`config.mk`:
```
export PLATFORM = sky130hd
export DESIGN_NAME = keypad_scanner
export DESIGN_NICKNAME = d
export VERILOG_FILES = /design/src/rtl/keypad_scanner.sv
export SDC_FILE = /design/constraint.sdc
export NUM_CORES = 1
export LEC_CHECK = 0
export ABC_AREA = 0
export ABC_CLOCK_PERIOD_IN_PS = 7300
export BUFFER_PORTS_ARGS = -buffer_cell sky130_fd_sc_hd__buf_2
export CORE_ASPECT_RATIO = 0.9
export CORE_MARGIN = 1.5
export CORE_UTILIZATION = 40
export DETAILED_ROUTE_END_ITERATION = 7
export PLACE_DENSITY_LB_ADDON = 0.08
export SLEW_MARGIN = 20
export SYNTH_ARGS = -nofsm -noshare
export SYNTH_HDL_FRONTEND = slang
export SYNTH_SLANG_ARGS = --single-unit
export TNS_END_PERCENT = 20
```
`constraint.sdc`:
```
create_clock -name clk -period 7.3 [get_ports clk]
set_input_delay 1.46 -clock clk [delete_from_list [all_inputs] [get_ports clk]]
set_output_delay 1.46 -clock clk [all_outputs]
set_load 0.005 [all_outputs]
```
`src/rtl/keypad_scanner.sv`:
```
// keypad_scanner -- 4x4 matrix keypad scanner with debounced press/release.
//
// Drives one active-low column strobe at a time, watches the active-low row
// lines and, once a single-row press has been stable for DEBOUNCE_CYCLES,
// reports it as one-hot row/column vectors with a one-cycle key_valid pulse.
// key_held stays high until the release has been stable for DEBOUNCE_CYCLES.
//
// Build option:
//   KEYPAD_SCANNER_SYNC_EN  defined   : rows pass through a two-flop synchronizer
//                           undefined : rows are registered once
//
// Parameters:
//   SCAN_CYCLES      cycles each column is driven while scanning (>= 4)
//   DEBOUNCE_CYCLES  consecutive stable cycles to accept a press or release (>= 2)
//
// Ports:
//   clk        rising-edge clock
//   reset      synchronous, active-low reset
//   rows       raw row lines, active-low, asynchronous to clk
//   col_drive  column strobes, active-low, exactly one bit low
//   row_keys   one-hot row of the last accepted key
//   col_keys   one-hot column of the last accepted key
//   key_valid  one-cycle pulse on press acceptance
//   key_held   high from press acceptance until release is debounced
//
// state    | meaning
// ---------+---------------------------------------------------------------
// SCAN     | rotate the low column every SCAN_CYCLES, look for one low row
// DEBOUNCE | column held, count cycles the captured row pattern stays put
// PRESSED  | key accepted, wait for all rows to go high
// RELEASE  | count all-high cycles; any low row goes back to PRESSED

module keypad_scanner #(
   parameter int SCAN_CYCLES     = 1000,
   parameter int DEBOUNCE_CYCLES = 50000
) (
   input  logic       clk,
   input  logic       reset,
   input  logic [3:0] rows,
   output logic [3:0] col_drive,
   output logic [3:0] row_keys,
   output logic [3:0] col_keys,
   output logic       key_valid,
   output logic       key_held
);

   localparam int MAX_CYCLES = (SCAN_CYCLES > DEBOUNCE_CYCLES) ? SCAN_CYCLES : DEBOUNCE_CYCLES;
   localparam int CNT_W      = $clog2(MAX_CYCLES + 1);
   localparam logic [CNT_W-1:0] SCAN_LAST = CNT_W'(SCAN_CYCLES - 1);
   localparam logic [CNT_W-1:0] DEB_LAST  = CNT_W'(DEBOUNCE_CYCLES - 1);

   typedef enum logic [1:0] {
      ST_SCAN     = 2'd0,
      ST_DEBOUNCE = 2'd1,
      ST_PRESSED  = 2'd2,
      ST_RELEASE  = 2'd3
   } state_t;

   logic [3:0] rows_s;

`ifdef KEYPAD_SCANNER_SYNC_EN
   logic [3:0] rows_meta;

   always_ff @(posedge clk) begin
      if (!reset) begin
         rows_meta <= 4'b1111;
         rows_s    <= 4'b1111;
      end else begin
         rows_meta <= rows;
         rows_s    <= rows_meta;
      end
   end
`else
   always_ff @(posedge clk) begin
      if (!reset) begin
         rows_s <= 4'b1111;
      end else begin
         rows_s <= rows;
      end
   end
`endif

   state_t           state, state_n;
   logic [CNT_W-1:0] cnt, cnt_n;
   logic [3:0]       pattern, pattern_n;
   logic [3:0]       col_n, row_keys_n, col_keys_n;
   logic             key_valid_n, key_held_n;
   logic [3:0]       col_next;

   // Column after the current one: 1110 -> 1101 -> 1011 -> 0111 -> 1110.
   assign col_next = {col_drive[2:0], col_drive[3]};

   always_ff @(posedge clk) begin
      if (!reset) begin
         state     <= ST_SCAN;
         cnt       <= '0;
         pattern   <= 4'b1111;
         col_drive <= 4'b1110;
         row_keys  <= 4'b0000;
         col_keys  <= 4'b0000;
         key_valid <= 1'b0;
         key_held  <= 1'b0;
      end else begin
         state     <= state_n;
         cnt       <= cnt_n;
         pattern   <= pattern_n;
         col_drive <= col_n;
         row_keys  <= row_keys_n;
         col_keys  <= col_keys_n;
         key_valid <= key_valid_n;
         key_held  <= key_held_n;
      end
   end

   always_comb begin
      state_n     = state;
      cnt_n       = cnt;
      pattern_n   = pattern;
      col_n       = col_drive;
      row_keys_n  = row_keys;
      col_keys_n  = col_keys;
      key_valid_n = 1'b0;
      key_held_n  = key_held;

      case (state)
         ST_SCAN: begin
            if (cnt == SCAN_LAST) begin
               cnt_n = '0;
               // Rows are only trusted at the end of the dwell, after the
               // synchronizer has caught up with the column change.
               if ($onehot(~rows_s)) begin
                  pattern_n = rows_s;
                  state_n   = ST_DEBOUNCE;
               end else begin
                  col_n = col_next;
               end
            end else begin
               cnt_n = cnt + CNT_W'(1);
            end
         end
         ST_DEBOUNCE: begin
            if (rows_s != pattern) begin
               state_n = ST_SCAN;
               cnt_n   = '0;
            end else if (cnt == DEB_LAST) begin
               state_n     = ST_PRESSED;
               cnt_n       = '0;
               row_keys_n  = ~pattern;
               col_keys_n  = ~col_drive;
               key_valid_n = 1'b1;
               key_held_n  = 1'b1;
            end else begin
               cnt_n = cnt + CNT_W'(1);
            end
         end
         ST_PRESSED: begin
            if (rows_s == 4'b1111) begin
               state_n = ST_RELEASE;
               cnt_n   = '0;
            end
         end
         ST_RELEASE: begin
            if (rows_s != 4'b1111) begin
               state_n = ST_PRESSED;
               cnt_n   = '0;
            end else if (cnt == DEB_LAST) begin
               state_n    = ST_SCAN;
               cnt_n      = '0;
               key_held_n = 1'b0;
               col_n      = col_next;
            end else begin
               cnt_n = cnt + CNT_W'(1);
            end
         end
         default: begin
            state_n = ST_SCAN;
            cnt_n   = '0;
         end
      endcase
   end

endmodule
```
==> results_dict.tcl <==
set metrics [dict create \
    synth-seq-cells 40 \
    ys_seq_area_share_pct 42.0 \
    fin_cells 299 \
    rsz0062_at_grt "false" \
    tns_ps 0 \
    relSlewSlack_pct 44.0 \
    cts-root-buf "clkbuf_8" \
    first_iter_violations 68 \
    drtPass1Iterations 4 \
    clk_path_buf_depth 2 \
    grt_pass1_wl_um 6110 \
    cts_inserted_buffers 5 \
    io_buffers 19 \
    io_pins 20 \
    cts_setup_buffers 0 \
    drt_wl_total_um 3580 \
    dieArea_um2 5190 \
    crit_cells 9 \
    yosysTopAreaCellShare_pct 42.0 \
    final_area_um2 2140 \
    worst_pin_slew_ps 834 \
    finalSetupViolCount 0 \
    nNetsFinal 247 \
    die-width_um 75.8 \
    cp_common_cell "ha_1" \
    n_fill_cell 467 \
    criticalPathCategory "register to register" \
    switching_power_mw 0.0848 \
    internal_power_mw 0.305 \
    cp.arrival_ps 2880 \
    yosys.area.top_type "dfxtp_1" \
    die_y_um 68.5 \
    cts_num_sinks 40 \
    hold_violations 0 \
    comb_power_share_pct 4.6 \
    final_cell_mix "40 x dfxtp_1, 32 x nor2_1, 25 x nand2_1" \
    cts_hold_buf 0 \
    yosysWarnings 0 \
    synthCells 215 \
    design.core.area_um2 4520 \
    power_density_nw_per_um2 182 \
    drc 0 \
    cts_tree "yes" \
    ant_nets 0 \
    worstSetupStartpointType "register" \
    leakagePower_nw 0.817 \
    slowest_delay_ps 540 \
    grt_pass1_vias 1271 \
    diodes 0 \
    ys_async_sr_fraction_pct 0 \
    synth_area_per_cell_um2 8.87 \
    antenna_found_initial 0 \
    rr_worst_depth 9 \
    fin_crit_sh_pct 37.2 \
    ys_types 44 \
    syn_to_final_growth_pct 12.4 \
    grt_start_max_net_pins 17 \
    switching_share_pct 21.7 \
    yosys-top-cells-area "dfxtp_1 42%, nor2_1 6.3%, xnor2_1 5.1%, nand2_1 4.9%, mux2i_1 4.7%" \
    cp_max_fo 5 \
    min_path_type "register to register" \
    holdPathStages 2 \
    crit_chain "fa_1, inv_1, ha_1, ha_1, or3b_2, nor3_1, nand3_1, mux2i_1, nand2_1" \
    wire_per_inst_um 12.0 \
    path_clk_slew_ps 70 \
    synth-edff-count 0 \
    grt_usage_pct 16.0 \
    dpl_cell_area_um2 2050 \
    place_congestion 0.795 \
    p_clk_share_pct 38.0 \
    timing.fmax_ghz 0.369 \
    syn_nets 226 \
    initial_core_util_pct 42.2 \
    fp-row-count 23 \
    vdd_drop_max_mv 0.0791 \
    vias 1461 \
    worst-path-buf-inv 1 \
    hpwl_um 2660 \
    final_util_pct 47.4 \
    status "completed" \
    worstPathRequired_ps 7470 \
    drive_above_1_share_pct 14.3 \
    clk_latency_ps 290 \
    min_period_ps 2710 \
    skew_ps 6.11 \
    critical-path-slowest-cell "fa_1" \
    grt.overflow.total 0 \
    end_kind "register" \
    final_common_cell "dfxtp_1" \
    cap_violations 0 \
    via_per_inst 4.89 \
    netlist_area_um2 1910 \
    p_seq_share_pct 57.4 \
    timing.hold.ws_ps 491 \
    htreeDepth 2 \
    crit_family "simple AND/OR/NAND/NOR gates" \
    placedCellCount 291 \
    slew_violations 0 \
    synth_flop_cell "dfxtp_1" \
    cts_resized 0 \
]
[metrics by stage]
stage          power (mW)  setup WS (ps)
3_3_place_gp        0.247           4430
4_1_cts             0.397           4560
6_report            0.390           4590
2_1_floorplan       0.242           4760
3_5_place_dp        0.248           4390
5_1_grt             0.409           4330
[synthesized netlist by cell type, types with 2 or more instances]
| master | number |
|---|---|
| a211oi_1 | 5 |
| mux2i_1 | 9 |
| ha_1 | 4 |
| and4bb_2 | 2 |
| and2_1 | 2 |
| clkbuf_1 | 3 |
| nor2_1 | 32 |
| nand3_1 | 8 |
| nor2b_1 | 3 |
| inv_1 | 11 |
| buf_4 | 2 |
| nand4_1 | 2 |
| dfxtp_1 | 40 |
| o211ai_1 | 3 |
| nand2b_1 | 7 |
| nor3_1 | 8 |
| o21ai_0 | 3 |
| xnor2_1 | 11 |
| nand2_1 | 25 |
| and4_1 | 3 |
| and3_1 | 3 |
| a21oi_1 | 3 |
| xor2_1 | 5 |
[routing by layer]
metal / global-route usage, % / routed length, um / up-vias
li1: - / - / 780
met1: 23.5 / 1950 / 650
met2: 21.8 / 1420 / 27
met3: 4.80 / 168 / 4
met4: 6.03 / 46 / 0
met5: 0 / 0 / -
[worst register-to-register path, delay by kind of cell (launching register included)]
kind / cells / cell delay [ps]
and+or+nand+nor: 4 / 1010
adders and majority gates: 3 / 970
DFF: 1 / 350
muxes: 1 / 210
buffers and inverters: 1 / 40
[cell families after synthesis]
group	after synthesis	synth area share, %
DFF	40	42.0
adders and majority gates	5	3.67
and+or+nand+nor	108	30.2
AOI/OAI and AO/OA	21	8.53
muxes	9	4.72
buffers and inverters	16	3.54
xor gates and xnor gates	16	7.35
[sequential cells by signal (all words and copies together), names as in the netlist]
signal,flops
col_drive,4
cnt,16
row_keys,4
key_valid,1
col_keys,4
rows_s,4
state,2
key_held,1
pattern,4
[worst paths after layout]
check                        endpoint                     start  slack (ps)
max           pattern[0]$_SDFFE_PN1P_      rows_s[0]$_SDFF_PN1_        4590
min          col_keys[0]$_SDFFE_PN0P_  col_keys[0]$_SDFFE_PN0P_         490
max reg2reg   pattern[0]$_SDFFE_PN1P_      rows_s[0]$_SDFF_PN1_        4590
min reg2reg  col_keys[0]$_SDFFE_PN0P_  col_keys[0]$_SDFFE_PN0P_         490
[power groups by stage]
| stage | clock (mW) | combinational (mW) | sequential [mW] |
|---|---|---|---|
| after floorplan | 0 | 0.0137 | 0.228 |
| after global placement | 0 | 0.0182 | 0.229 |
| after detailed placement | 0 | 0.0183 | 0.229 |
| after CTS | 0.154 | 0.0184 | 0.224 |
| after global routing | 0.163 | 0.0211 | 0.225 |
| final | 0.148 | 0.0179 | 0.224 |
[cell type report]
| class | instances | area (um^2) | share of cell area (%) |
|---|---|---|---|
| inverters | 11 | 41.3 | 1.93 |
| clock buffers | 8 | 90.1 | 4.20 |
| multi-input cells | 159 | 1040 | 48.5 |
| well taps | 62 | 77.6 | 3.62 |
| flip-flops and latches | 40 | 801 | 37.4 |
| repair buffers | 19 | 95.1 | 4.44 |
Note: power is estimated with default switching activity, not from simulation.
